[src/rtl/bfly_pkg.sv]
// bfly_pkg: shared defaults and fixed-point helpers for the FFT butterfly datapath
package bfly_pkg;
  localparam int DW_DEF = 9;
  localparam int WW_DEF = 9;
  localparam int FRAC_DEF = 7;
  localparam int XW = 64;
  function automatic logic signed [XW-1:0] sat(input logic signed [XW-1:0] v, input int w);
    logic signed [XW-1:0] hi, lo;
    hi = (64'sd1 <<< (w - 1)) - 64'sd1;
    lo = -(64'sd1 <<< (w - 1));
    return v > hi ? hi : v < lo ? lo : v;
  endfunction
  // Round-half-up: bias by half an LSB of the result, then floor via arithmetic shift
  function automatic logic signed [XW-1:0] rnd_shift(input logic signed [XW-1:0] v, input int n);
    return n == 0 ? v : (v + (64'sd1 <<< (n - 1))) >>> n;
  endfunction
endpackage

[src/rtl/cmul_pipe.sv]
// cmul_pipe: two-stage complex multiply p = b*w or b*conj(w), rounded by 2^FRAC, with sideband
module cmul_pipe
  import bfly_pkg::*;
#(
  parameter int DW = DW_DEF,
  parameter int WW = WW_DEF,
  parameter int FRAC = FRAC_DEF,
  parameter int SBW = 1
) (
  input  logic                        clk,
  input  logic                        rst_n,
  input  logic                        en,
  input  logic                        in_valid,
  input  logic                        conj,
  input  logic signed [DW-1:0]        b_r,
  input  logic signed [DW-1:0]        b_i,
  input  logic signed [WW-1:0]        w_r,
  input  logic signed [WW-1:0]        w_i,
  input  logic [SBW-1:0]              side_in,
  output logic                        out_valid,
  output logic signed [DW+WW+1-FRAC:0] p_r,
  output logic signed [DW+WW+1-FRAC:0] p_i,
  output logic [SBW-1:0]              side_out
);
  localparam int MW = DW + WW + 1;
  localparam int CW = DW + WW + 2;
  localparam int PW = CW - FRAC;
  logic signed [WW:0] wi_eff;
  logic signed [MW-1:0] m_rr, m_ii, m_ir, m_ri;
  logic signed [CW-1:0] c_r, c_i;
  logic [SBW-1:0] side1;
  logic v1;
  // One extra bit so negating the most negative twiddle cannot wrap
  assign wi_eff = conj ? -(WW+1)'(w_i) : (WW+1)'(w_i);
  assign c_r = CW'(m_rr) - CW'(m_ii);
  assign c_i = CW'(m_ir) + CW'(m_ri);
  always_ff @(posedge clk)
    if (!rst_n) begin
      v1 <= 1'b0;
      side1 <= '0;
      m_rr <= '0;
      m_ii <= '0;
      m_ir <= '0;
      m_ri <= '0;
      out_valid <= 1'b0;
      side_out <= '0;
      p_r <= '0;
      p_i <= '0;
    end else if (en) begin
      v1 <= in_valid;
      side1 <= side_in;
      m_rr <= MW'(b_r) * MW'(w_r);
      m_ii <= MW'(b_i) * MW'(wi_eff);
      m_ir <= MW'(b_i) * MW'(w_r);
      m_ri <= MW'(b_r) * MW'(wi_eff);
      out_valid <= v1;
      side_out <= side1;
      p_r <= PW'(rnd_shift(XW'(c_r), FRAC));
      p_i <= PW'(rnd_shift(XW'(c_i), FRAC));
    end
endmodule

[src/rtl/bfly2_pipe.sv]
// bfly2_pipe: 3-stage radix-2 butterfly y0 = a + w*b, y1 = a - w*b with inverse, /2 scaling,
// saturation and a global-stall valid/ready handshake
module bfly2_pipe
  import bfly_pkg::*;
#(
  parameter int DW = DW_DEF,
  parameter int WW = WW_DEF,
  parameter int FRAC = FRAC_DEF
) (
  input  logic                 clk,
  input  logic                 rst_n,
  input  logic                 in_valid,
  output logic                 in_ready,
  input  logic signed [DW-1:0] a_r,
  input  logic signed [DW-1:0] a_i,
  input  logic signed [DW-1:0] b_r,
  input  logic signed [DW-1:0] b_i,
  input  logic signed [WW-1:0] w_r,
  input  logic signed [WW-1:0] w_i,
  input  logic                 inverse,
  input  logic                 scale_en,
  output logic                 out_valid,
  input  logic                 out_ready,
  output logic signed [DW-1:0] y0_r,
  output logic signed [DW-1:0] y0_i,
  output logic signed [DW-1:0] y1_r,
  output logic signed [DW-1:0] y1_i,
  output logic                 ovf
);
  localparam int PW = DW + WW + 2 - FRAC;
  localparam int SW = PW + 1;
  logic adv, c_valid, sc, ovf_c;
  logic signed [DW-1:0] ar, ai;
  logic signed [PW-1:0] p_r, p_i;
  logic [2*DW:0] side;
  logic signed [XW-1:0] s [4];
  logic signed [XW-1:0] v [4];
  logic signed [XW-1:0] q [4];
  assign adv = !out_valid || out_ready;
  assign in_ready = rst_n && adv;
  assign {ar, ai, sc} = side;
  cmul_pipe #(.DW(DW), .WW(WW), .FRAC(FRAC), .SBW(2*DW+1)) u_cmul (
    .clk(clk),
    .rst_n(rst_n),
    .en(adv),
    .in_valid(in_valid && in_ready),
    .conj(inverse),
    .b_r(b_r),
    .b_i(b_i),
    .w_r(w_r),
    .w_i(w_i),
    .side_in({a_r, a_i, scale_en}),
    .out_valid(c_valid),
    .p_r(p_r),
    .p_i(p_i),
    .side_out(side)
  );
  always_comb begin
    s[0] = XW'(SW'(ar) + SW'(p_r));
    s[1] = XW'(SW'(ai) + SW'(p_i));
    s[2] = XW'(SW'(ar) - SW'(p_r));
    s[3] = XW'(SW'(ai) - SW'(p_i));
    ovf_c = 1'b0;
    for (int k = 0; k < 4; k++) begin
      v[k] = sc ? rnd_shift(s[k], 1) : s[k];
      q[k] = sat(v[k], DW);
      ovf_c = ovf_c | (q[k] != v[k]);
    end
  end
  always_ff @(posedge clk)
    if (!rst_n) begin
      out_valid <= 1'b0;
      y0_r <= '0;
      y0_i <= '0;
      y1_r <= '0;
      y1_i <= '0;
      ovf <= 1'b0;
    end else if (adv) begin
      out_valid <= c_valid;
      y0_r <= DW'(q[0]);
      y0_i <= DW'(q[1]);
      y1_r <= DW'(q[2]);
      y1_i <= DW'(q[3]);
      ovf <= c_valid && ovf_c;
    end
endmodule

[config.mk]
export PLATFORM = sky130hd
export DESIGN_NAME = bfly2_pipe
export DESIGN_NICKNAME = d
export VERILOG_FILES = /design/src/rtl/bfly_pkg.sv /design/src/rtl/cmul_pipe.sv /design/src/rtl/bfly2_pipe.sv
export SDC_FILE = /design/constraint.sdc
export NUM_CORES = 1
export LEC_CHECK = 0
export ABC_AREA = 1
export BUFFER_PORTS_ARGS = -buffer_cell sky130_fd_sc_hd__buf_4
export CAP_MARGIN = 10
export CORE_MARGIN = 4
export CORE_UTILIZATION = 30
export DETAILED_ROUTE_END_ITERATION = 6
export MAX_ROUTING_LAYER = met4
export SLEW_MARGIN = 20
export SYNTH_ARGS = -nofsm -noshare
export SYNTH_HDL_FRONTEND = slang
export SYNTH_SLANG_ARGS = --single-unit
[constraint.sdc]
create_clock -name clk -period 9.4 [get_ports clk]
set_input_delay 1.88 -clock clk [delete_from_list [all_inputs] [get_ports clk]]
set_output_delay 1.88 -clock clk [all_outputs]
set_load 0.02 [all_outputs]
==> results by group <==
Synth
  • Post-synthesis cell type count: 60
  • Asr flop ratio synth: 0
  • Yosys warning count: 0
  • Post-synth top area share: 0.2336
  • Post-synth EDFFs: 0
  • Post-synthesis compound-gate area fraction: 0.1068
  • Synth Area in Adders: 0.3722
  • Largest area contributor in the netlist: fa_1
  • Most common cell in the netlist: nand2_1
  • Synth top cells by count: 883 x nand2_1, 718 x inv_1, 298 x fa_1
  • Post-synthesis cell count: about 3600
  • Largest family of logic cells by synthesized area: adder cells
  • Cell Area, Synth: between 20000 and 30000 µm²
  • Top_reg_cell synth: dfxtp_1
  • Synth top area cells: fa_1 23%, dfxtp_1 14%, ha_1 14%
  • Yosys reg bits: 178
  • Seq/Total Area, Yosys: 0.1395
  • Synth Area in Simple Gates: 0.2294
  • Syn nets: between 4000 and 5000
  • Post-Synth XOR/XNOR Area: 0.02190
  • Post-synthesis mux area share: 0
  • Average size of a mapped cell: roughly 7.1 µm²

Placed design
  • HPWL after detailed placement: around 58000 µm
  • Worst setup slack after placement: between 1 and 1.5 ns
  • Gpl congestion: about 0.9
  • IO buf count: between 90 and 100

Floorplan
  • Num ports: around 100
  • Die Span Y: ~300 µm
  • Core area: ~84000 µm²
  • Chip width: around 300 µm
  • Die Footprint: approximately 90000 µm²
  • Row cnt: ~110
  • Initial Util: 0.3042

CTS
  • Worst-path clk slew: 0.08 ns
  • Root buf cell: clkbuf_16
  • Cts repair resizes: 0
  • Hold-fix buffers, CTS: 0
  • Postcts setup bufs: 0
  • CTS buffer count: 17
  • Clock sinks: between 150 and 200
  • Worst skew pair latency: 0.50 ns
  • Clock Tree Buf Depth: 2
  • CTS tree: done
  • H-tree depth: 4

Timing
  • Unrepaired setup endpoints after global routing: no
  • Setup TNS: 0 ns
  • Fin Hold WS: roughly 0.47 ns
  • Minimum clock period: 7.809 ns
  • Final Cycle Share: 0.8308
  • Fmax: roughly 0.13 GHz
  • Clock Skews: around 0.018 ns
  • Final worst setup slack: 1.591 ns
  • Slew Viols, Final: 0
  • Final hold violation count: 0
  • Slew HR: 0.2454
  • Final setup viols: 0
  • Tightest Pin Transition: approximately 1.1 ns

Cells and area
  • Final core occ: 0.3318
  • Nets: ~4200
  • Syn-to-layout area delta: 9.078%
  • Layout cells sized above 1: 0.06511
  • Fill cell count: ~9000

Detailed routing
  • Vias: between 20000 and 25000
  • DRC errors left: 0
  • Post-route ant nets: 0
  • Vias per cell: 4.651
  • First-pass detailed-route iteration total: 6
  • Drt wl/cell: about 15 µm
  • DRT Wirelength: just over 70000 µm
  • DRT iter0 DRCs: ~1500

Min path
  • Worst hold path type: flop to flop

Power and ir drop
  • Tot Pwr: a little under 9 mW
  • Leak: 14.97 nW
  • Peak VDD IR: just under 200 µV
  • Pwr/cell area: between 300 and 400 nW/µm²

Run
  • Maxcap violations: 0

Critical path
  • Worst Path Max Fanout: 17
  • Crit path arrival time: around 8.2 ns
  • Cell mode on critical path: nand2_1
  • Crit. End Element: flop
  • Crit Path Class: primary input to flop
  • Critical Path Max Stage Delay: 0.55 ns
  • CP startpoint kind: primary input
  • Worst path slowest cell: fa_1
  • Worst path required time: between 9 and 10 ns

Global routing
  • Largest net degree at the start of global routing: 72
  • First-pass GRT wire length: 117300 µm
  • Total track usage: 0.1679
  • Vias in the first global route: ~21000
  • Initial antenna violation count: 1
  • Grt total ovfl: 0

Outcome
  • Outcome: complete, no violations
worst max-delay path: cells and delay by family:
family / cells / cell delay, ns
AO/OA/AOI/OAI: 6 / 0.77
AND/OR/NAND/NOR: 14 / 1.92
buffers and inverters: 7 / 0.92
adder cells (fa/ha/maj): 7 / 2.69
cell usage in the layout, fill, tap and decap left out, drive strengths merged, types with 2 or more instances in the layout:
cell,instances
or2,9
and2,8
inv,746
a22o,20
o21bai,15
nor3,23
o31ai,6
nor2,279
nand3,160
a21oi,157
ha,283
nor3b,3
o211ai,13
a21o,9
nor4,3
clkbuf,17
a21boi,2
dfxtp,178
xnor2,35
fa,298
o22ai,28
o32ai,2
nand3b,5
a31oi,8
nand4,20
o21a,8
nand2,899
xor2,28
o21ai,194
buf,108
a32o,5
clkinv,15
registers in the layout, indices dropped and copies added, names as in the netlist:
name              cells
u_cmul.side1         19
y1_i                  9
u_cmul.p_i           13
u_cmul.m_ii          19
u_cmul.m_ri          19
u_cmul.m_ir          18
y0_r                  9
y0_i                  9
u_cmul.m_rr          18
u_cmul.p_r           13
u_cmul.v1             1
y1_r                  9
ovf                   1
out_valid             1
u_cmul.out_valid      1
u_cmul.side_out      19
final cells by class:
class | count | area [µm²] | area share
tap | 1134 | 1419 | 0.05093
inverter | 747 | 2805 | 0.1007
timing repair buffer | 108 | 810.8 | 0.02910
clock inverter | 15 | 158.9 | 0.005704
clock buffer | 17 | 425.4 | 0.01527
sequential | 178 | 3565 | 0.1280
antenna | 1 | 2.502 | 0.00008983
multi-input combinational | 2529 | 18670 | 0.6702
layer usage:
layer,routed length [µm],GRT usage
met2,32010,0.2549
met4,1574,0.04231
met5,0,-
met3,3893,0.02563
met1,34840,0.2351
path summary, 6_finish.rpt:
check                           slack (ns)          start               to  cells after the start
worst max register to register        6.00  u_cmul.p_i[0]          y0_i[0]                     21
worst min register to register        0.47        y1_i[2]          y1_i[2]                      2
worst max-delay path                  1.59         w_i[0]  u_cmul.m_ri[18]                     34
worst min-delay path                  0.47        y1_i[2]          y1_i[2]                      2
kinds of logic (layout without fill, tap and decap cells):
logic type	after synthesis	after routing
compound gates	476	476
xor+xnor	63	63
other cells	0	1
buf+inv	873	887
flops	178	178
simple gates	1409	1409
fa+ha+maj	581	581
per-stage QoR:
stage / cell area, µm² / cells
after global routing: 27860 / 4729
after global placement: 27270 / 4696
after CTS: 27860 / 4728
after floorplan: 25540 / 3580
after detailed placement: 27270 / 4696
final: 27860 / 4729
where the power goes:
| part | total [mW] | switching, mW | internal [mW] |
|---|---|---|---|
| combinational | 6.85 | 4.28 | 2.57 |
| sequential | 1.17 | 0.153 | 1.02 |
| clock | 0.732 | 0.376 | 0.355 |
Note: power is estimated with default switching activity, not from simulation.
